`config.mk`:
```
export PLATFORM = sky130hd
export DESIGN_NAME = alu_seq_divider
export DESIGN_NICKNAME = d
export VERILOG_FILES = /design/src/rtl/alu_pkg.sv /design/src/rtl/alu_seq_divider_div_step.sv /design/src/rtl/alu_seq_divider.sv
export SDC_FILE = /design/constraint.sdc
export NUM_CORES = 1
export LEC_CHECK = 0
export CAP_MARGIN = 0
export CORE_ASPECT_RATIO = 1.75
export CORE_UTILIZATION = 53
export CTS_BUF_LIST = sky130_fd_sc_hd__clkbuf_4
export DETAILED_ROUTE_END_ITERATION = 16
export MAX_ROUTING_LAYER = met4
export PLACE_DENSITY = 0.77
export SLEW_MARGIN = 20
export SYNTH_ARGS = -nofsm -noshare
export SYNTH_HDL_FRONTEND = slang
export SYNTH_SLANG_ARGS = --single-unit
```
`constraint.sdc`:
```
create_clock -name clk -period 7 [get_ports clk]
set_input_delay 0.7 -clock clk [delete_from_list [all_inputs] [get_ports clk]]
set_output_delay 0.7 -clock clk [all_outputs]
set_load 0.005 [all_outputs]
```
`src/rtl/alu_pkg.sv`:
```
// Shared ALU definitions: opcodes, default datapath width and the divider FSM states.
package alu_pkg;

    localparam int ALU_W = 32;

    localparam logic [3:0] OP_ADD = 4'b0000;
    localparam logic [3:0] OP_SUB = 4'b0001;
    localparam logic [3:0] OP_AND = 4'b0010;
    localparam logic [3:0] OP_OR  = 4'b0011;
    localparam logic [3:0] OP_XOR = 4'b0100;
    localparam logic [3:0] OP_SLL = 4'b0101;
    localparam logic [3:0] OP_SRL = 4'b0110;
    localparam logic [3:0] OP_SRA = 4'b0111;
    localparam logic [3:0] OP_MUL = 4'b1000;
    localparam logic [3:0] OP_DIV = 4'b1001;

    typedef enum logic [1:0] {
        IDLE = 2'd0,
        CALC = 2'd1,
        FIX  = 2'd2,
        DONE = 2'd3
    } div_state_t;

endpackage

```
`src/rtl/alu_seq_divider_div_step.sv`:
```
// One combinational restoring-division iteration on unsigned magnitudes.
module div_step #(
    parameter int N = 32
) (
    input  logic [N-1:0] i_rem,
    input  logic         i_bit,
    input  logic [N-1:0] i_dmag,
    output logic [N-1:0] o_rem,
    output logic         o_qbit
);

    logic [N+1:0] w_trial;

    // Extra top bit holds the borrow of the (N+1)-bit trial subtraction.
    assign w_trial = {1'b0, i_rem, i_bit} - {2'b00, i_dmag};
    assign o_qbit  = ~w_trial[N+1];
    assign o_rem   = o_qbit ? w_trial[N-1:0] : {i_rem[N-2:0], i_bit};

endmodule

```
`src/rtl/alu_seq_divider.sv`:
```
// Fixed-latency signed divider (DIV unit): restoring iteration on magnitudes plus a sign-fix cycle.
module alu_seq_divider
    import alu_pkg::*;
#(
    parameter int N = ALU_W
) (
    input  logic                clk,
    input  logic                rst,
    input  logic                start,
    input  logic signed [N-1:0] dividend,
    input  logic signed [N-1:0] divisor,
    output logic                busy,
    output logic                done,
    output logic signed [N-1:0] quotient,
    output logic signed [N-1:0] remainder,
    output logic                div_by_zero,
    output logic                overflow
);

    localparam int CW = $clog2(N);
    localparam logic [N-1:0] MIN_NEG = {1'b1, {(N-1){1'b0}}};

    function automatic logic [N-1:0] neg2(input logic [N-1:0] v);
        return ~v + 1'b1;
    endfunction

    // |MIN_NEG| wraps back to the same bit pattern, read as unsigned 2^(N-1).
    function automatic logic [N-1:0] magnitude(input logic [N-1:0] v);
        return v[N-1] ? neg2(v) : v;
    endfunction

    div_state_t       r_state;
    logic [CW-1:0]    r_cnt;
    logic [N-1:0]     r_rem;
    logic [N-1:0]     r_q;
    logic [N-1:0]     r_dmag;
    logic             r_neg_dvd;
    logic             r_neg_dvs;
    logic             r_dz;
    logic             r_ov;

    logic [N-1:0]     w_rem_nxt;
    logic             w_qbit;

    div_step #(.N(N)) u_step (
        .i_rem  (r_rem),
        .i_bit  (r_q[N-1]),
        .i_dmag (r_dmag),
        .o_rem  (w_rem_nxt),
        .o_qbit (w_qbit)
    );

    // Datapath: r_q starts as the dividend magnitude and fills with quotient bits.
    always_ff @(posedge clk) begin
        if (r_state == IDLE && start) begin
            r_rem     <= '0;
            r_q       <= magnitude(dividend);
            r_dmag    <= magnitude(divisor);
            r_neg_dvd <= dividend[N-1];
            r_neg_dvs <= divisor[N-1];
            r_dz      <= (divisor == '0);
            r_ov      <= ($unsigned(dividend) == MIN_NEG) && ($unsigned(divisor) == {N{1'b1}});
        end else if (r_state == CALC) begin
            r_rem <= w_rem_nxt;
            r_q   <= {r_q[N-2:0], w_qbit};
        end
    end

    always_ff @(posedge clk or posedge rst) begin
        if (rst) begin
            r_state     <= IDLE;
            r_cnt       <= '0;
            busy        <= 1'b0;
            done        <= 1'b0;
            quotient    <= '0;
            remainder   <= '0;
            div_by_zero <= 1'b0;
            overflow    <= 1'b0;
        end else begin
            done <= 1'b0;
            case (r_state)
                IDLE: begin
                    if (start) begin
                        busy    <= 1'b1;
                        r_cnt   <= CW'(N - 1);
                        r_state <= CALC;
                    end
                end
                CALC: begin
                    r_cnt <= r_cnt - 1'b1;
                    if (r_cnt == '0) begin
                        r_state <= FIX;
                    end
                end
                FIX: begin
                    // Divide-by-zero keeps the all-ones magnitude quotient unsigned-fixed.
                    quotient    <= $signed(((r_neg_dvd ^ r_neg_dvs) && !r_dz) ? neg2(r_q) : r_q);
                    remainder   <= $signed(r_neg_dvd ? neg2(r_rem) : r_rem);
                    div_by_zero <= r_dz;
                    overflow    <= r_ov;
                    r_state     <= DONE;
                end
                DONE: begin
                    busy    <= 1'b0;
                    done    <= 1'b1;
                    r_state <= IDLE;
                end
            endcase
        end
    end

endmodule
```
==> Word level (Yosys, flattened, before mapping) <==
Index checks and enable logic that the tools add are counted.
{ "word_totals": {"regBits": 175, "input_bits": 67, "out_inout_bits": 68, "wordCells": 63} }
{ "classes": {"addsub": 6, "eq_ne": 7, "mux": 15, "bitwise": 6, "n_reduce_logical": 13} }
{ "op_table": {"columns": ["op", "count"], "rows": [
  ["$mux 32", 6],
  ["$add 32x1->32 const B", 4],
  ["$not 32->32", 4],
  ["$eq 32x32->1 const B", 2],
  ["$sub 33x32->34", 1],
  ["$logic_not 32->1", 1],
  ["$mux 31", 1],
  ["$pmux 5 s2", 1],
  ["$pmux 2 s4", 1],
  ["$reduce_and 2->1", 3],
  ["$reduce_bool 2->1", 3],
  ["$logic_not 5->1", 1],
  ["$mux 5", 1],
  ["$sub 5x1->5 const B", 1],
  ["$eq 2x2->1 const B", 2],
  ["$mux 2", 2],
  ["$logic_and 1x1->1", 3],
  ["$eq 2x1->1 const B", 1],
  ["$logic_not 2->1", 1],
  ["$mux 1", 2],
  ["$ne 2x1->1 const B", 1],
  ["$ne 2x2->1 const B", 1],
  ["$pmux 1 s2", 1],
  ["$logic_not 1->1", 1],
  ["2 further kinds", 2]
]} }

==> Longest topological paths before layout <==
Gate-level depths: netlist of run 1.
{ "depth": {"ltp_word": 4, "mapped_depth": 14, "depth_no_buf": 12} }

==> Cells and area by module <==
A second synthesis of run 1 with hierarchy kept.
{ "unflattened": {"cells_unflattened": 1309, "hier_area_um2": 11624.9} }
{ "by_module_without_submodules": {"columns": ["module", "n_inst", "cells_each", "area_per_inst_um2", "seq_area_each_um2"], "rows": [
  ["alu_seq_divider", 1, 936, 9196.3, 4559.4],
  ["div_step", 1, 373, 2428.6, 0.0]
]} }

==> Least setup slack after synthesis of run 1 <==
Ideal clock, no wire load.
{ "synth_path": {"kind": "register to register", "from": "register r_state[0]", "to": "register r_q[0], enable pin", "setup_ps": 387, "arrival_time_ps": 2678, "t_required_ps": 6613, "setup_slack_ps": 3935, "stages_incl_launch_ff": 8, "n_path_buf": 1, "synth_period_minus_slack_ps": 3065, "cell_sequence": "dfrtp_1 inv_1 ha_1 nand2_1 clkbuf_1 inv_1 nor2_1 inv_1"} }
{ "synth_between": {"elab_chain_len": 3, "elab_cells_between_ends": 4, "cone_classes": "eq/ne (1); reduce/logical (3)"} }
{ "synth_rtl": {"columns": ["item", "line_no", "text"], "rows": [
  ["start: declaration", "alu_seq_divider.sv:32", "div_state_t r_state;"],
  ["start signal: assignment", "alu_seq_divider.sv:71", "r_state <= IDLE;"],
  ["start signal: assignment", "alu_seq_divider.sv:86", "r_state <= CALC;"],
  ["start signal: assignment", "alu_seq_divider.sv:92", "r_state <= FIX;"],
  ["$logic_not 2->1", "alu_seq_divider.sv:55", "if (r_state == IDLE && start) begin"],
  ["$logic_and 1x1->1", "alu_seq_divider.sv:55", null],
  ["$reduce_bool 2->1 (no line) (*)", null, null],
  ["end signal: assignment", "alu_seq_divider.sv:57", "r_q <= magnitude(dividend);"],
  ["end signal: assignment", "alu_seq_divider.sv:65", "r_q <= {r_q[N-2:0], w_qbit};"],
  ["end: declaration", "alu_seq_divider.sv:35", "logic [N-1:0] r_q;"]
]} }
Every way passes the cells marked *; elsewhere a longest branch is shown, timed or not.
A chain may end at the register's enable or synchronous reset.

==> Worst setup path in the final report of run 1 <==
{ "layout_path": {"from": "register r_rem[19]", "to": "register r_rem[1]"} }
{ "layout_between": {"elab_chain_len": 2} }
{ "layout_rtl": {"columns": ["item", "line_no", "text"], "rows": [
  ["start: declaration", "alu_seq_divider.sv:34", "logic [N-1:0] r_rem;"],
  ["start signal: assignment", "alu_seq_divider.sv:64", "r_rem <= w_rem_nxt;"],
  ["$sub 33x32->34", "alu_seq_divider_div_step.sv:15", "assign w_trial = {1'b0, i_rem, i_bit} - {2'b00, i_dmag};"],
  ["$mux 32", "alu_seq_divider_div_step.sv:17", "assign o_rem = o_qbit ? w_trial[N-1:0] : {i_rem[N-2:0], i_bit};"]
]} }
Every way passes these cells.

==> impl_metrics.env, run 1 <==
export IMPL_clockBufferDepth=2
export IMPL_via_count=9196
export IMPL_io_buffers=134
export IMPL_dieArea_mm2=0.02130
export IMPL_syn_to_final_growth_pct=16.25
export IMPL_grt_ovfl_total=0
export IMPL_rows=69
export IMPL_wl_mm=25.32
export IMPL_cp_arrival_ns=3.85
export IMPL_drt_iter0_markers=462
export IMPL_core_area_mm2=0.02029
export IMPL_pwr_share_comb=0.546
export IMPL_drive_above_1_share=0.05659
export IMPL_fin_setup_tns_ns=0
export IMPL_cts_resized=0
export IMPL_p_leak_nw=5.071
export IMPL_wire_per_inst_um=15.91
export IMPL_antenna_found_initial=1
export IMPL_dp_hpwl_mm=19.20
export IMPL_clk_pin_slew_ns=0.14
export IMPL_fin_skew_ns=0.01656
export IMPL_grtUsageTotal=0.2508
export IMPL_mostFrequentLayoutCell="a21oi_1"
export IMPL_p_seq_frac=0.360
export IMPL_period_minus_slack_ns=3.412
export IMPL_final_cell_mix="a21oi_1 (133), clkdlybuf4s50_1 (132), nand2_1 (110)"
export IMPL_worst_pin_slew_ns=1.018
export IMPL_cts_tree="done"
export IMPL_clk_latency_ns=0.56
export IMPL_ys_flop_type="dfrtp_1"
export IMPL_finalHoldViolations=0
export IMPL_synth_edf_count=68
export IMPL_grt_pass1_wl_mm=41.98
export IMPL_syn_area_mm2=0.01097
export IMPL_cts_setup_buffers=0
export IMPL_p_sw_frac=0.4315
export IMPL_syn_inst=1223
export IMPL_total_power_mw=5.700
export IMPL_slew_viol_final=0
export IMPL_initial_utilization=0.5408
export IMPL_crit_family="compound AO/OA/AOI/OAI gates"
export IMPL_critPathMaxStageDelay_ns=0.50
export IMPL_async_flop_share=0.4286
export IMPL_hold_path_class="reg -> reg"
export IMPL_synth_seq_cells=175
export IMPL_num_io_pins=135
export IMPL_grt_max_degree=96
export IMPL_cts_num_sinks=175
export IMPL_ys_warn_count=0
export IMPL_ys_seq_area_frac=0.4156
export IMPL_critPathLaunchType="flop"
export IMPL_clockRootBuffer="clkbuf_4"
export IMPL_firstDrtPassIters=5
export IMPL_r2r_slack_ns=3.59
export IMPL_synth_cell_types=66
export IMPL_max_freq_mhz=293.1
export IMPL_avgSynthCellArea_um2=8.971
export IMPL_setup_viol=0
export IMPL_gp_congestion=0.9064
export IMPL_status="finished clean"
export IMPL_crit_buf_inv=1
export IMPL_cp_cell_sequence="ha_1 -> a21oi_1 -> o211ai_1 -> a31o_2 -> a211oi_1 -> nand3_1 -> a21boi_4 -> buf_4 -> nor3_1 -> a41oi_1 -> o21ai_0"
export IMPL_rsz0062_at_grt="false"
export IMPL_ant_nets=0
export IMPL_cts_buffers=17
export IMPL_htreeDepth=4
export IMPL_ir_drop_mv=0.2424
export IMPL_vias_per_cell=5.776
export IMPL_grt_pass1_vias=8780
export IMPL_slowest_stage="dfxtp_1"
export IMPL_switchingPower_mw=2.460
export IMPL_power_internal_mw=3.240
export IMPL_power_density_mw_per_mm2=446.9
export IMPL_required_ns=7.44
export IMPL_critPathCaptureType="flop"
export IMPL_post_route_period_util=0.4875
export IMPL_hold_buffers=0
export IMPL_fin_nets=1441
export IMPL_clkPwrFrac=0.094
export IMPL_crit_fanout=50
export IMPL_slew_headroom=0.3213
export IMPL_chipWidth_um=110.8
export IMPL_die_h_um=192.3
export IMPL_critical_path_class="reg -> reg"
export IMPL_synth_nets=1334
export IMPL_drc_errors=0
export IMPL_maxCapViolCount=0
[registers in the layout, summed over array words and instances (netlist names)]
signal,cells
r_rem,32
r_ov,1
busy,1
overflow,1
r_neg_dvs,1
r_neg_dvd,1
r_q,32
quotient,32
r_dmag,32
div_by_zero,1
r_cnt,5
r_state,2
done,1
remainder,32
r_dz,1
[power groups by stage]
| stage | sequential (mW) | clock, mW | combinational [mW] |
|---|---|---|---|
| 3_3_place_gp | 2.05 | 0 | 3.05 |
| 4_1_cts | 2.05 | 0.546 | 3.12 |
| 5_1_grt | 2.12 | 0.587 | 3.50 |
| 2_1_floorplan | 1.97 | 0 | 2.17 |
| 6_report | 2.05 | 0.533 | 3.11 |
| 3_5_place_dp | 2.07 | 0 | 3.10 |
[stage by stage]
| stage | hold WS (ns) | setup slack, ns | cells | util | cell area [µm²] |
|---|---|---|---|---|---|
| global route | 0.5337 | 3.312 | 1592 | 0.6287 | 12750 |
| floorplan | 0.4539 | 3.935 | 1223 | - | 10970 |
| detailed placement | 0.4953 | 3.075 | 1559 | 0.6167 | 12510 |
| CTS | 0.5268 | 3.602 | 1591 | 0.6290 | 12760 |
| global placement | 0.4908 | 3.064 | 1559 | 0.6167 | 12510 |
| finish | 0.5098 | 3.588 | 1592 | 0.6287 | 12750 |
[cells by family after synthesis]
group,Yosys count,synth area share
AO/OA/AOI/OAI,365,0.2021
AND/OR/NAND/NOR,356,0.1547
flip-flops,175,0.4156
XOR/XNOR,144,0.1150
buffers and inverters,117,0.04037
adder cells (fa/ha/maj),44,0.05086
multiplexers,22,0.02144
[worst register-to-register path, cell delays in order (launching register included)]
cell      delay [ns]
dfxtp_1         0.50
ha_1            0.35
a21oi_1         0.28
o211ai_1        0.14
a31o_2          0.25
a211oi_1        0.32
nand3_1         0.20
a21boi_4        0.35
buf_4           0.49
nor3_1          0.13
a41oi_1         0.18
o21ai_0         0.11
[routing by layer]
metal  routed length [µm]  vias to the layer above  GRT usage
li1                     -                     4611          -
met4                  984                        0     0.1256
met2                13550                      215     0.4591
met1                10110                     4317     0.2688
met3                  674                       53    0.02575
met5                    0                        -          -
[Yosys cell counts, types with 11 or more instances]
library cell	count	share of area
a21o_1	13	0.0089
a21oi_1	133	0.061
clkbuf_1	49	0.017
dfrtp_1	75	0.17
dfxtp_1	32	0.058
edfxtp_1	68	0.19
ha_1	43	0.049
inv_1	62	0.021
mux2_2	12	0.012
nand2_1	111	0.038
nand2b_1	12	0.0068
nand3_1	17	0.0078
nand4_1	11	0.0063
nor2_1	106	0.036
nor3_1	26	0.012
nor4_1	11	0.0063
o21ai_0	104	0.047
o31ai_1	28	0.019
o41ai_1	13	0.010
or3_1	11	0.0063
or4_1	13	0.0089
xnor2_1	70	0.056
xor2_1	74	0.059
[worst paths after layout]
path	startpoint	end	depth (start not counted)
worst max-delay path	r_rem[19]	r_rem[1]	11
worst max register to register	r_rem[19]	r_rem[1]	11
worst min-delay path	r_ov	overflow	1
worst min register to register	r_ov	overflow	1
min in group asynchronous	rst	quotient[20]	3
max in group asynchronous	rst	remainder[25]	3
[final cells by class]
| type | count | area, µm² |
|---|---|---|
| tap | 248 | 310.3 |
| sequential | 175 | 4559 |
| inverter | 62 | 234.0 |
| clock inverter | 11 | 93.84 |
| fill | 1750 | 7533 |
| timing repair buffer | 143 | 1399 |
| clock buffer | 21 | 157.7 |
| multi-input combinational | 931 | 5998 |
| antenna | 1 | 2.502 |
Note: power is estimated with default switching activity, not from simulation.
==> inputs of run 2 (changes only) <==
==> constraint.sdc (replaced) <==
create_clock -name clk -period 3.45 [get_ports clk]
set_input_delay 0.345 -clock clk [delete_from_list [all_inputs] [get_ports clk]]
set_output_delay 0.345 -clock clk [all_outputs]
set_load 0.005 [all_outputs]
==> run 2 against run 1 <==
  * Via count up 0.12%
  * Sequential power rose by 100%
  * Design area grew 1.7%
  * Clock power is 130% higher
  * Core utilization up 1.1 points
  * Cell count is 1.1% higher
  * Combinational power increased by 110%
==> impl_metrics.env, run 2 (same netlist as run 1, synthesis figures left out) <==
export IMPL_status="finished clean"
export IMPL_grtUsageTotal=0.2483
export IMPL_chipWidth_um=110.8
export IMPL_rows=69
export IMPL_cts_buffers=17
export IMPL_slew_viol_final=0
export IMPL_crit_fanout=58
export IMPL_vias_per_cell=5.722
export IMPL_fill_cells=1724
export IMPL_wl_mm=25.00
export IMPL_critPathLaunchType="flop"
export IMPL_cts_tree="done"
export IMPL_drt_iter0_markers=477
export IMPL_syn_to_final_growth_pct=18.21
export IMPL_io_buffers=134
export IMPL_antenna_found_initial=1
export IMPL_cp_arrival_ns=3.65
export IMPL_cts_num_sinks=175
export IMPL_dp_hpwl_mm=19.59
export IMPL_hold_buffers=0
export IMPL_final_util=0.6393
export IMPL_fin_setup_tns_ns=0
export IMPL_grt_pass1_vias=8861
export IMPL_power_density_mw_per_mm2=907.7
export IMPL_num_io_pins=135
export IMPL_core_area_mm2=0.02029
export IMPL_period_minus_slack_ns=3.135
export IMPL_ant_nets=0
export IMPL_initial_utilization=0.5408
export IMPL_clk_latency_ns=0.59
export IMPL_ir_drop_mv=0.6467
export IMPL_via_count=9207
export IMPL_wire_per_inst_um=15.54
export IMPL_htreeDepth=4
export IMPL_drc_errors=0
export IMPL_rsz0062_at_grt="false"
export IMPL_p_leak_nw=5.194
export IMPL_slowest_stage="ha_1"
export IMPL_grt_ovfl_total=0
export IMPL_final_cell_mix="clkdlybuf4s50_1 (134), a21oi_1 (133), nand2_1 (110)"
export IMPL_maxCapViolCount=0
export IMPL_crit_family="compound AO/OA/AOI/OAI gates"
export IMPL_grt_max_degree=65
export IMPL_cp_cell_sequence="ha_1 -> nand2_1 -> or3_1 -> a211o_1 -> a211o_1 -> nand3_1 -> a21boi_4 -> buf_12 -> a221oi_1 -> nand3b_1 -> a31oi_1"
export IMPL_critPathCaptureType="flop"
export IMPL_finalHoldViolations=0
export IMPL_firstDrtPassIters=5
export IMPL_cts_setup_buffers=0
export IMPL_hold_path_class="in -> async"
export IMPL_clockBufferDepth=2
export IMPL_cts_resized=0
export IMPL_post_route_period_util=0.9086
export IMPL_setup_viol=0
export IMPL_clockRootBuffer="clkbuf_4"
export IMPL_critPathMaxStageDelay_ns=0.47
export IMPL_placed_area_mm2=0.01266
export IMPL_drive_above_1_share=0.06765
export IMPL_max_freq_mhz=319.0
export IMPL_required_ns=3.96
export IMPL_critical_path_class="reg -> reg"
export IMPL_grt_pass1_wl_mm=41.41
export IMPL_r2r_start="r_rem[8]"
export IMPL_worst_pin_slew_ns=1.067
export IMPL_fin_nets=1458
export IMPL_slew_headroom=0.2862
export IMPL_crit_buf_inv=1
export IMPL_startpoint="r_rem[8]"
export IMPL_clk_pin_slew_ns=0.16
export IMPL_gp_congestion=0.9362
export IMPL_mostFrequentLayoutCell="clkdlybuf4s50_1"
export IMPL_path_common_cell="a211o_1"
export IMPL_fin_skew_ns=0.02509
export IMPL_fin_area_mm2=0.01297
export IMPL_dieArea_mm2=0.02130
export IMPL_die_h_um=192.3
run 2: cell count changes in the layout (fill, tap and decap cells not counted):
| cell | change |
|---|---|
| clkinvlp_4 | -3 |
| bufinv_16 | +2 |
| clkdlybuf4s50_1 | +2 |
| buf_2 | -2 |
| clkbuf_4 | -3 |
| clkinv_1 | -1 |
| buf_12 | +2 |
| buf_4 | +15 |
| inv_4 | +1 |
| clkinv_4 | +4 |
run 2: power by group:
| group | switching, mW | internal, mW |
|---|---|---|
| registers | 0.832 | 3.27 |
| clock network | 0.722 | 0.511 |
| logic | 3.44 | 3.00 |
run 2: path summary, 6_finish.rpt:
check                                 to  cells after the start  slack, ns
min reg2reg                     overflow                      1       0.50
min in group clk               r_dmag[0]                      1       0.43
min                         quotient[26]                      2       0.25
max in group asynchronous  remainder[22]                      3       2.51
max reg2reg                    r_rem[28]                     11       0.32
max                            r_rem[28]                     11       0.32
run 2: metal layers:
metal | GRT usage | wire length, µm | share of wire
met5 | - | 0 | 0
met3 | 0.03455 | 768 | 0.031
met1 | 0.2568 | 9737 | 0.39
met2 | 0.4651 | 13520 | 0.54
met4 | 0.1103 | 969 | 0.039
run 2: per-stage QoR:
step	power [mW]	hold WS (ns)	setup WS, ns	instances
2_1_floorplan	8.387	0.4439	0.3850	1223
3_3_place_gp	10.38	0.4699	0.2305	1576
3_5_place_dp	10.56	0.4745	0.1766	1576
4_1_cts	11.80	0.3305	0.3365	1608
5_1_grt	12.83	0.2991	0.1573	1609
6_report	11.77	0.2495	0.3153	1609
run 2: area by class of cell:
| class | count | area [µm²] | area share |
|---|---|---|---|
| diodes | 1 | 2.502 | 0.0001929 |
| clock buffers | 18 | 135.1 | 0.01042 |
| clock inverters | 14 | 167.7 | 0.01293 |
| inverters | 62 | 235.2 | 0.01814 |
| multi-input cells | 931 | 5998 | 0.4625 |
| flip-flops and latches | 175 | 4559 | 0.3515 |
| well taps | 248 | 310.3 | 0.02392 |
| repair buffers | 160 | 1562 | 0.1204 |
==> inputs of run 3 (changes only) <==
--- a/config.mk
+++ b/config.mk
@@ -7,11 +7,13 @@
 export LEC_CHECK = 0
 export CAP_MARGIN = 0
 export CORE_ASPECT_RATIO = 1.75
+export CORE_MARGIN = 1
 export CORE_UTILIZATION = 53
 export CTS_BUF_LIST = sky130_fd_sc_hd__clkbuf_4
 export DETAILED_ROUTE_END_ITERATION = 16
 export MAX_ROUTING_LAYER = met4
 export PLACE_DENSITY = 0.77
+export SETUP_SLACK_MARGIN = 0.3
 export SLEW_MARGIN = 20
 export SYNTH_ARGS = -nofsm -noshare
 export SYNTH_HDL_FRONTEND = slang
==> run 3 against run 2 <==
  * Maximum frequency rose by 2.4%
  * Design area rose by 0.38%
  * Sequential share of layout area fell by 0.11 points
  * Hold slack got worse by 0.0029 ns
  * Routed wire length rose by 0.49%
  * Via count rose by 0.52%
  * Critical path depth did not move
  * Clock power barely moved
  * Sequential power barely moved
  * Global-route usage did not move
  * Cell count did not move
  * First-iteration DRC count fell by 5.5%
==> impl_metrics.env, run 3 (same netlist as run 1, synthesis figures left out) <==
export IMPL_wire_per_inst_um=15.61
export IMPL_dp_slack_ns=0.1766
export IMPL_pwr_share_comb=0.549
export IMPL_syn_to_final_growth_pct=18.66
export IMPL_firstDrtPassIters=5
export IMPL_critical_path_class="reg -> reg"
export IMPL_core_area_mm2=0.02029
export IMPL_grt_ovfl_total=0
export IMPL_cts_num_sinks=175
export IMPL_vias_per_cell=5.752
export IMPL_dieArea_mm2=0.02130
export IMPL_critPathCaptureType="flop"
export IMPL_drc_errors=0
export IMPL_fin_ws_ns=0.3896
export IMPL_via_count=9255
export IMPL_dp_hpwl_mm=19.59
export IMPL_grt_pass1_vias=8861
export IMPL_drive_above_1_share=0.07574
export IMPL_grtUsageTotal=0.2483
export IMPL_cts_buffers=17
export IMPL_hold_buffers=0
export IMPL_required_ns=3.97
export IMPL_fin_skew_ns=0.02371
export IMPL_max_freq_mhz=326.8
export IMPL_mostFrequentLayoutCell="clkdlybuf4s50_1"
export IMPL_rows=69
export IMPL_critPathLaunchType="flop"
export IMPL_cts_resized=0
export IMPL_worst_pin_slew_ns=1.071
export IMPL_clockRootBuffer="clkbuf_4"
export IMPL_clockBufferDepth=2
export IMPL_cts_setup_buffers=0
export IMPL_p_sw_frac=0.4244
export IMPL_io_buffers=134
export IMPL_die_h_um=192.3
export IMPL_slew_headroom=0.2838
export IMPL_ant_nets=0
export IMPL_rsz0062_at_grt="true"
export IMPL_num_io_pins=135
export IMPL_drt_iter0_markers=451
export IMPL_grt_max_degree=65
export IMPL_cp_arrival_ns=3.58
export IMPL_slew_viol_final=0
export IMPL_cts_tree="done"
export IMPL_setup_viol=0
export IMPL_maxCapViolCount=0
export IMPL_period_minus_slack_ns=3.060
export IMPL_antenna_found_initial=1
export IMPL_clk_pin_slew_ns=0.16
export IMPL_clk_latency_ns=0.59
export IMPL_power_density_mw_per_mm2=909.6
export IMPL_final_cell_mix="clkdlybuf4s50_1 (134), a21oi_1 (131), nand2_1 (110)"
export IMPL_p_seq_frac=0.347
export IMPL_clkPwrFrac=0.104
export IMPL_htreeDepth=4
export IMPL_grt_pass1_wl_mm=41.41
export IMPL_switchingPower_mw=5.026
export IMPL_ir_drop_mv=0.6443
export IMPL_chipWidth_um=110.8
export IMPL_hold_path_class="in -> async"
export IMPL_finalHoldViolations=0
export IMPL_power_internal_mw=6.816
export IMPL_crit_fanout=58
export IMPL_p_leak_nw=5.191
export IMPL_initial_utilization=0.5408
export IMPL_fin_setup_tns_ns=0
export IMPL_post_route_period_util=0.8871
export IMPL_wl_mm=25.12
export IMPL_gp_congestion=0.9362
export IMPL_status="finished clean"
export IMPL_fin_nets=1458
## run 3: cell counts in the layout (fill, tap and decap cells not counted)
Identical to the previous run, type by type.
## run 3: layout make-up
| cell class | count | area [µm²] |
|---|---|---|
| timing repair buffer | 160 | 1562 |
| inverter | 62 | 235.2 |
| fill | 1712 | 7269 |
| antenna | 1 | 2.502 |
| clock buffer | 18 | 135.1 |
| sequential | 175 | 4562 |
| tap | 248 | 310.3 |
| multi-input combinational | 931 | 6045 |
| clock inverter | 14 | 167.7 |
## run 3: path summary, 6_finish.rpt
path / start / slack [ns] / to / cells past startpoint
max: r_rem[10] / 0.39 / r_rem[28] / 11
min: rst / 0.25 / quotient[26] / 2
max reg2reg: r_rem[10] / 0.39 / r_rem[28] / 11
min reg2reg: r_ov / 0.50 / overflow / 1
max in group asynchronous: rst / 2.51 / remainder[22] / 3
min in group clk: divisor[0] / 0.43 / r_dmag[0] / 1
## run 3: critical path, stage by stage (launching register included)
cell      delay [ns]
dfxtp_1         0.40
ha_2            0.43
nand2_1         0.11
or3_1           0.36
a211o_1         0.28
a211o_1         0.36
nand3_1         0.18
a21boi_4        0.08
buf_12          0.18
a221oi_1        0.30
nand3b_1        0.15
a31oi_1         0.16
## run 3: power by group through the flow
| stage | logic, mW | registers, mW | clock network [mW] |
|---|---|---|---|
| 2_1_floorplan | 4.40 | 3.99 | 0 |
| 3_3_place_gp | 6.27 | 4.11 | 0 |
| 3_5_place_dp | 6.42 | 4.14 | 0 |
| 4_1_cts | 6.45 | 4.09 | 1.26 |
| 5_1_grt | 7.30 | 4.25 | 1.34 |
| 6_report | 6.50 | 4.11 | 1.23 |
## run 3: stage by stage
step	total power [mW]	hold slack (ns)	instance area, µm²	cells	utilization
floorplan	8.387	0.4439	10970	1223	-
global placement	10.38	0.4699	12660	1576	0.6242
detailed placement	10.56	0.4745	12660	1576	0.6242
CTS	11.80	0.3305	12970	1608	0.6391
global route	12.89	0.2991	13020	1609	0.6417
finish	11.84	0.2466	13020	1609	0.6417
## run 3: layer usage
metal / track usage / vias up / routed length (µm) / part of all wire
met1: 0.2568 / 4322 / 9635 / 0.38
met5: - / - / 0 / 0
met3: 0.03455 / 60 / 852 / 0.034
li1: - / 4643 / - / -
met2: 0.4651 / 230 / 13670 / 0.54
met4: 0.1103 / 0 / 966 / 0.038
